$ cat config.mk
export PLATFORM = sky130hd
export DESIGN_NAME = stonyman_adc_shifter
export DESIGN_NICKNAME = d
export VERILOG_FILES = /design/src/rtl/stonyman_pkg.sv /design/src/rtl/stonyman_adc_shifter.sv
export SDC_FILE = /design/constraint.sdc
export NUM_CORES = 1
export LEC_CHECK = 0
export ABC_AREA = 0
export ABC_CLOCK_PERIOD_IN_PS = 1700
export CORE_MARGIN = 2
export CORE_UTILIZATION = 45
export DETAILED_ROUTE_END_ITERATION = 10
export GPL_TIMING_DRIVEN = 0
export MAX_ROUTING_LAYER = met4
export PLACE_DENSITY = 0.72
export SLEW_MARGIN = 20
export SYNTH_ARGS = -nofsm -noshare
export SYNTH_HDL_FRONTEND = slang
export SYNTH_SLANG_ARGS = --single-unit
$ cat constraint.sdc
create_clock -name clk_i -period 1.7 [get_ports clk_i]
set_clock_uncertainty 0.15 [all_clocks]
set_input_delay 0.34 -clock clk_i [delete_from_list [all_inputs] [get_ports clk_i]]
set_output_delay 0.34 -clock clk_i [all_outputs]
set_load 0.01 [all_outputs]
$ cat src/rtl/stonyman_pkg.sv
// Shared definitions for the Stonyman sensor model: register map, ADC frame layout and FSM states.
// Also used by the imager and its bench.
package stonyman_pkg;

    localparam logic [2:0] REG_COLSEL = 3'd0;
    localparam logic [2:0] REG_ROWSEL = 3'd1;
    localparam logic [2:0] REG_VSW    = 3'd2;
    localparam logic [2:0] REG_HSW    = 3'd3;
    localparam logic [2:0] REG_VREF   = 3'd4;
    localparam logic [2:0] REG_CONFIG = 3'd5;
    localparam logic [2:0] REG_NBIAS  = 3'd6;
    localparam logic [2:0] REG_AOBIAS = 3'd7;

    localparam int unsigned ADC_FRAME_BITS = 16;
    localparam int unsigned ADC_LEAD_ZEROS = 3;
    localparam int unsigned ADC_DATA_BITS  = 8;
    localparam int unsigned ADC_TAIL_ZEROS = ADC_FRAME_BITS - ADC_LEAD_ZEROS - ADC_DATA_BITS;

    typedef enum logic [1:0] {
        AdcIdle,
        AdcShift,
        AdcDone
    } adc_state_e;

    function automatic logic [ADC_FRAME_BITS-1:0] adc_frame(input logic [ADC_DATA_BITS-1:0] pixel);
        return {{ADC_LEAD_ZEROS{1'b0}}, pixel, {ADC_TAIL_ZEROS{1'b0}}};
    endfunction

endpackage

$ cat src/rtl/stonyman_adc_shifter.sv
// Serial ADC emulation: snapshots a pixel on cs_n fall and shifts a 16-bit frame out MSB first,
// advancing one bit per detected sclk falling edge.
module stonyman_adc_shifter
    import stonyman_pkg::*;
(
    input  logic                     clk_i,
    input  logic                     rst_i,
    input  logic                     sclk_i,
    input  logic                     cs_n_i,
    input  logic [ADC_DATA_BITS-1:0] pixel_i,
    output logic                     sdata_o,
    output logic [15:0]              conv_count_o,
    output logic                     abort_err_o
);

    adc_state_e                state_q, state_d;
    logic [ADC_FRAME_BITS-1:0] shift_q, shift_d;
    logic [3:0]                fall_cnt_q, fall_cnt_d;
    logic                      sdata_q, sdata_d;
    logic [15:0]               count_q, count_d;
    logic                      abort_q, abort_d;
    logic                      sclk_prev_q, cs_n_prev_q;
    logic                      cs_fall, cs_rise, sclk_fall;
    logic [ADC_FRAME_BITS-1:0] frame;

    // sclk activity only matters while the chip is selected
    assign cs_fall   = cs_n_prev_q & ~cs_n_i;
    assign cs_rise   = ~cs_n_prev_q & cs_n_i;
    assign sclk_fall = sclk_prev_q & ~sclk_i & ~cs_n_i;
    assign frame     = adc_frame(pixel_i);

    always_ff @(posedge clk_i or posedge rst_i) begin
        if (rst_i) begin
            state_q     <= AdcIdle;
            shift_q     <= '0;
            fall_cnt_q  <= '0;
            sdata_q     <= 1'b0;
            count_q     <= '0;
            abort_q     <= 1'b0;
            sclk_prev_q <= 1'b0;
            cs_n_prev_q <= 1'b1;
        end else begin
            state_q     <= state_d;
            shift_q     <= shift_d;
            fall_cnt_q  <= fall_cnt_d;
            sdata_q     <= sdata_d;
            count_q     <= count_d;
            abort_q     <= abort_d;
            sclk_prev_q <= sclk_i;
            cs_n_prev_q <= cs_n_i;
        end
    end

    always_comb begin
        state_d = state_q;
        case (state_q)
            AdcIdle:  if (cs_fall) state_d = AdcShift;
            AdcShift: begin
                if (cs_rise) begin
                    state_d = AdcIdle;
                end else if (sclk_fall && fall_cnt_q == 4'(ADC_FRAME_BITS - 1)) begin
                    state_d = AdcDone;
                end
            end
            AdcDone:  if (cs_n_i) state_d = AdcIdle;
            default:  state_d = AdcIdle;
        endcase
    end

    always_comb begin
        shift_d    = shift_q;
        fall_cnt_d = fall_cnt_q;
        sdata_d    = sdata_q;
        count_d    = count_q;
        abort_d    = abort_q;
        case (state_q)
            AdcIdle: begin
                sdata_d = 1'b0;
                if (cs_fall) begin
                    sdata_d    = frame[ADC_FRAME_BITS-1];
                    shift_d    = {frame[ADC_FRAME_BITS-2:0], 1'b0};
                    fall_cnt_d = '0;
                end
            end
            AdcShift: begin
                if (cs_rise) begin
                    sdata_d = 1'b0;
                    abort_d = 1'b1;
                end else if (sclk_fall) begin
                    fall_cnt_d = fall_cnt_q + 4'd1;
                    if (fall_cnt_q == 4'(ADC_FRAME_BITS - 1)) begin
                        sdata_d = 1'b0;
                        count_d = count_q + 16'd1;
                    end else begin
                        sdata_d = shift_q[ADC_FRAME_BITS-1];
                        shift_d = {shift_q[ADC_FRAME_BITS-2:0], 1'b0};
                    end
                end
            end
            default: sdata_d = 1'b0;
        endcase
    end

    assign sdata_o      = sdata_q;
    assign conv_count_o = count_q;
    assign abort_err_o  = abort_q;

endmodule

[Word level (Yosys, flattened, before mapping)]
Cells that the tools add are included.
Storage, ports and cells
  bits in registers: 42
  bits of input ports: 12
  output and inout port bits: 18
  logic and storage cells: 54
Cells by class
  add/subtract/negate cells: 2
  equal/unequal tests: 10
  muxes and demuxes: 18
  bitwise logic cells: 8
  reduce and logical (&&, ||, !) cells: 8
Operators with widths (number)
  $mux 16: 4
  $pmux 16 s2: 1
  $add 16x1->16 const B: 1
  $mux 4: 3
  $ne 2x2->1 const B: 5
  $mux 2: 4
  $pmux 4 s2: 1
  $reduce_and 4->1: 2
  $ne 3x3->1 const B: 2
  $pmux 2 s3: 1
  $reduce_and 5->1: 1
  $add 4x1->4 const B: 1
  $and 1x1->1: 4
  $eq 4x4->1 const B: 1
  $mux 1: 4
  $not 1->1: 4
  $reduce_and 3->1: 1
  $eq 2x1->1 const B: 1
  $eq 2x2->1 const B: 1
  $logic_not 2->1: 1
  $reduce_and 2->1: 1
  $reduce_bool 2->1: 1
  $logic_and 1x1->1: 1

[Depth between registers and ports, before layout]
  depth after elaboration: 7
  mapped depth: 6

[Least setup slack after synthesis]
No wires, ideal clock.
  path kind: reg-to-reg
  start point: reg state_q[0]
  end point: reg shift_q[7]
  setup time: 0.125 ns
  data arrival time: 1.597 ns
  data required time: 1.425 ns
  setup slack: -0.172 ns
  cell stages (with the launch flop): 6
  buffers on the path: 2
  period minus slack after synthesis: 1.872 ns
  cells stage by stage: dfrtp_1 -> nor2b_1 -> clkbuf_1 -> buf_2 -> mux2_2 -> mux2_4
Between the ends
  cells in the longest elaborated chain, start to end: 3
Ends and longest elaborated chain
  start: declaration: line stonyman_adc_shifter.sv:16  | adc_state_e state_q, state_d;
  start signal: assignment: line stonyman_adc_shifter.sv:34  | state_q <= AdcIdle;
  start signal: assignment: line stonyman_adc_shifter.sv:43  | state_q <= state_d;
  $eq 2x1->1 or $logic_not 2->1 (tied branches): line stonyman_adc_shifter.sv:76  | case (state_q)
  $ne 2x2->1 (no line) or $reduce_bool 2->1 (tied branches)
  $reduce_and 5->1 (no line)
  end signal: assignment: line stonyman_adc_shifter.sv:44  | shift_q <= shift_d;
  end: declaration: line stonyman_adc_shifter.sv:17  | logic [ADC_FRAME_BITS-1:0] shift_q, shift_d;
Parallel ways exist; a longest one is shown, timed or not.
A chain may end at the register's enable or synchronous reset.

[Final worst setup path]
  start point: reg cs_n_prev_q
  end point: reg shift_q[9]
Between the ends
  cells in the longest elaborated chain, start to end: 4
Ends and longest elaborated chain
  start: declaration: line stonyman_adc_shifter.sv:22  | logic sclk_prev_q, cs_n_prev_q;
  start signal: assignment: line stonyman_adc_shifter.sv:50  | cs_n_prev_q <= cs_n_i;
  $not 1->1: line stonyman_adc_shifter.sv:28  | assign cs_rise = ~cs_n_prev_q & cs_n_i;
  $and 1x1->1: line stonyman_adc_shifter.sv:28
  $ne 2x2->1 (no line)
  $reduce_and 5->1 (no line) *
Every way passes the cells marked *; elsewhere a longest branch is shown, timed or not.

==> reports/qor.yml <==
clk_latency_ns: 0.28
setup_ws_ns: -0.104
outcome: "finished with violations"
grt_overflow: 0
slew_viol_final: 0
cp.required_ns: 1.71
clk_pin_slew_ns: 0.06
rr_startpoint: "cs_n_prev_q"
p_leak_nw: 1.41
vias: 1275
max_slew.worst_pin.slew_ns: 0.744
combPwrFrac: 0.242
crit_path_start_kind: "flop"
num_rows: 22
design.die.area_um2: 4370
finalCriticalPeriod_ns: 1.80
grt_setup_unrepaired: "true"
synthTopCellsByCount: "dfrtp_1, nand2_1, xor2_1, inv_1"
grt_use_total: 0.182
htree_levels: 2
yosysMostFrequentCell: "dfrtp_1"
ys_ff_latch: 36
violations: "negative setup slack"
setup_viol: 10
synth_edf_count: 0
sw_frac_of_total: 0.250
ir_drop_uv: 724
nNetsFinal: 223
cts-root-buf: "clkbuf_8"
diodes: 0
synthCells: 147
drt_wl_total_mm: 3.58
post_synth_num_cell_types: 38
power.density_nw_per_um2: 851
netlist_area_um2: 1740
cts_sinks: 36
end_kind: "flop"
synth_warnings: 0
hold_viol_final: 0
synthToLayoutAreaGrowth_pct: 46.5
clock.fmax_ghz: 0.554
pwr-share-seq: 0.493
drive_gt1_frac: 0.352
hpwl_mm: 2.18
yosys-top-cells-area: "dfrtp_1, mux2_4, mux2_2, xor2_1, nand2_1"
p_clk_frac: 0.265
firstDrtPassIters: 4
core-area_um2: 3690
grt_max_degree: 37
first_iter_violations: 47
yosys.area.top_type: "dfrtp_1"
p_int_mw: 1.62
first_global_vias: 1266
cts_max_path_buffers: 2
drc: 0
yosysTopAreaCellShare: 0.505
holdBufCountCts: 0
fin_area_um2: 2540
crit_fanout: 5
drv_cap: 0
synth_nets: 161
die_w_um: 66.1
cp-startpoint: "cs_n_prev_q"
initial_core_util: 0.470
avgRoutedWirePerCell_um: 13.9
globalplace.congestion: 0.737
async_flop_share: 1.00
critical_path_class: "reg -> reg"
fp.dieH_um: 66.1
crit_arrival_ns: 1.82
power_mw: 2.16
switching_power_mw: 0.541
antenna_found_initial: 0
syn_area_per_cell_um2: 11.8
postPlaceCellArea_um2: 2110
cts_buffers: 5
via_per_inst: 4.94
antenna_left: 0
timing.final.crit_share: 1.06
worstHoldStart: "cs_n_i"
cts_tree: "built"
fillers: 285
ys.flop_type: "dfrtp_1"
seq_area_frac_synth: 0.520
grt_first_pass_wirelength_mm: 5.89
hp-class: "in -> reg"
io_pins: 30
port_buffers: 29
max-slew-margin-rel: 0.504
==> registers in the layout (all words and copies together) (netlist names) <==
signal	cells
abort_err_o	1
conv_count_o	16
cs_n_prev_q	1
fall_cnt_q	4
sclk_prev_q	1
sdata_o	1
shift_q	10
state_q	2
==> metal layers <==
metal	up-vias	share of wire	track usage
met5	-	0	-
met1	618	0.46	0.231
met3	2	0.047	0.0562
met2	24	0.49	0.296
met4	0	0.0017	0.0230
li1	631	-	-
==> worst paths after layout <==
kind                                    end  slack (ns)  cells after the start
max in group asynchronous        state_q[0]        0.51                      2
setup / recovery                 shift_q[9]       -0.10                      5
hold / removal                  cs_n_prev_q        0.22                      1
hold reg to reg            conv_count_o[15]        0.32                      1
min in group asynchronous        state_q[1]        0.36                      2
setup reg to reg                 shift_q[9]       -0.10                      5
==> critical path, cell delays in order (launching register included) <==
cell     delay, ns
dfstp_2       0.53
nor4b_4       0.29
a21oi_4       0.05
a31o_1        0.23
buf_6         0.15
mux2_4        0.29
==> kinds of logic after synthesis <==
logic type	Yosys count	synth area share
fa+ha+maj	2	0.0144
compound gates	11	0.0433
simple gates	53	0.191
mux	16	0.118
flops	36	0.520
buf+inv	13	0.0332
xor+xnor	16	0.0808
==> power groups by stage <==
stage,sequential (mW),clock [mW],combinational (mW)
2_1_floorplan,1.06,0,0.325
3_3_place_gp,1.07,0,0.388
3_5_place_dp,1.08,0,0.399
4_1_cts,1.07,0.584,0.475
5_1_grt,1.09,0.628,0.567
6_report,1.07,0.573,0.523
==> layout make-up <==
| class | instances | area (µm²) | area share |
|---|---|---|---|
| timing repair buffer | 57 | 539 | 0.212 |
| sequential | 36 | 903 | 0.355 |
| tap | 48 | 60.1 | 0.0236 |
| multi-input combinational | 98 | 900 | 0.354 |
| buffer | 3 | 30.0 | 0.0118 |
| clock buffer | 8 | 80.1 | 0.0315 |
| inverter | 8 | 30.0 | 0.0118 |
==> what timing repair did <==
item                       4_1_cts  5_1_grt
gates cloned                     1        0
setup buffers                   18        9
pin swaps                        6        8
gates resized for setup         26       24
setup endpoints to repair       46       27
==> metrics by stage <==
| step | util | setup WS (ns) | instances | TNS (ns) | hold slack [ns] |
|---|---|---|---|---|---|
| floorplan | - | -0.0841 | 147 | -0.589 | 0.194 |
| global placement | 0.571 | -0.843 | 224 | -32.56 | 0.304 |
| detailed placement | 0.571 | -0.874 | 224 | -21.63 | 0.319 |
| CTS | 0.647 | -0.0999 | 249 | -0.684 | 0.211 |
| global route | 0.689 | -0.159 | 258 | -1.63 | 0.211 |
| finish | 0.689 | -0.104 | 258 | -0.759 | 0.218 |
==> layout by cell type, fill, tap and decap left out, drive strengths merged, types with 2 or more instances in the layout <==
master	count
dfrtp	35
buf	31
nand2	18
mux2	14
clkdlybuf4s50	12
xor2	9
dlygate4sd2	9
inv	8
clkbuf	8
dlymetal6s2s	7
xnor2	7
nand3	6
nor3	5
and3	4
nor2	4
o21ai	4
nor4	3
nand4	3
nor4b	2
nor2b	2
mux2i	2
a21oi	2
a31o	2
ha	2
Note: power is estimated with default switching activity, not from simulation.
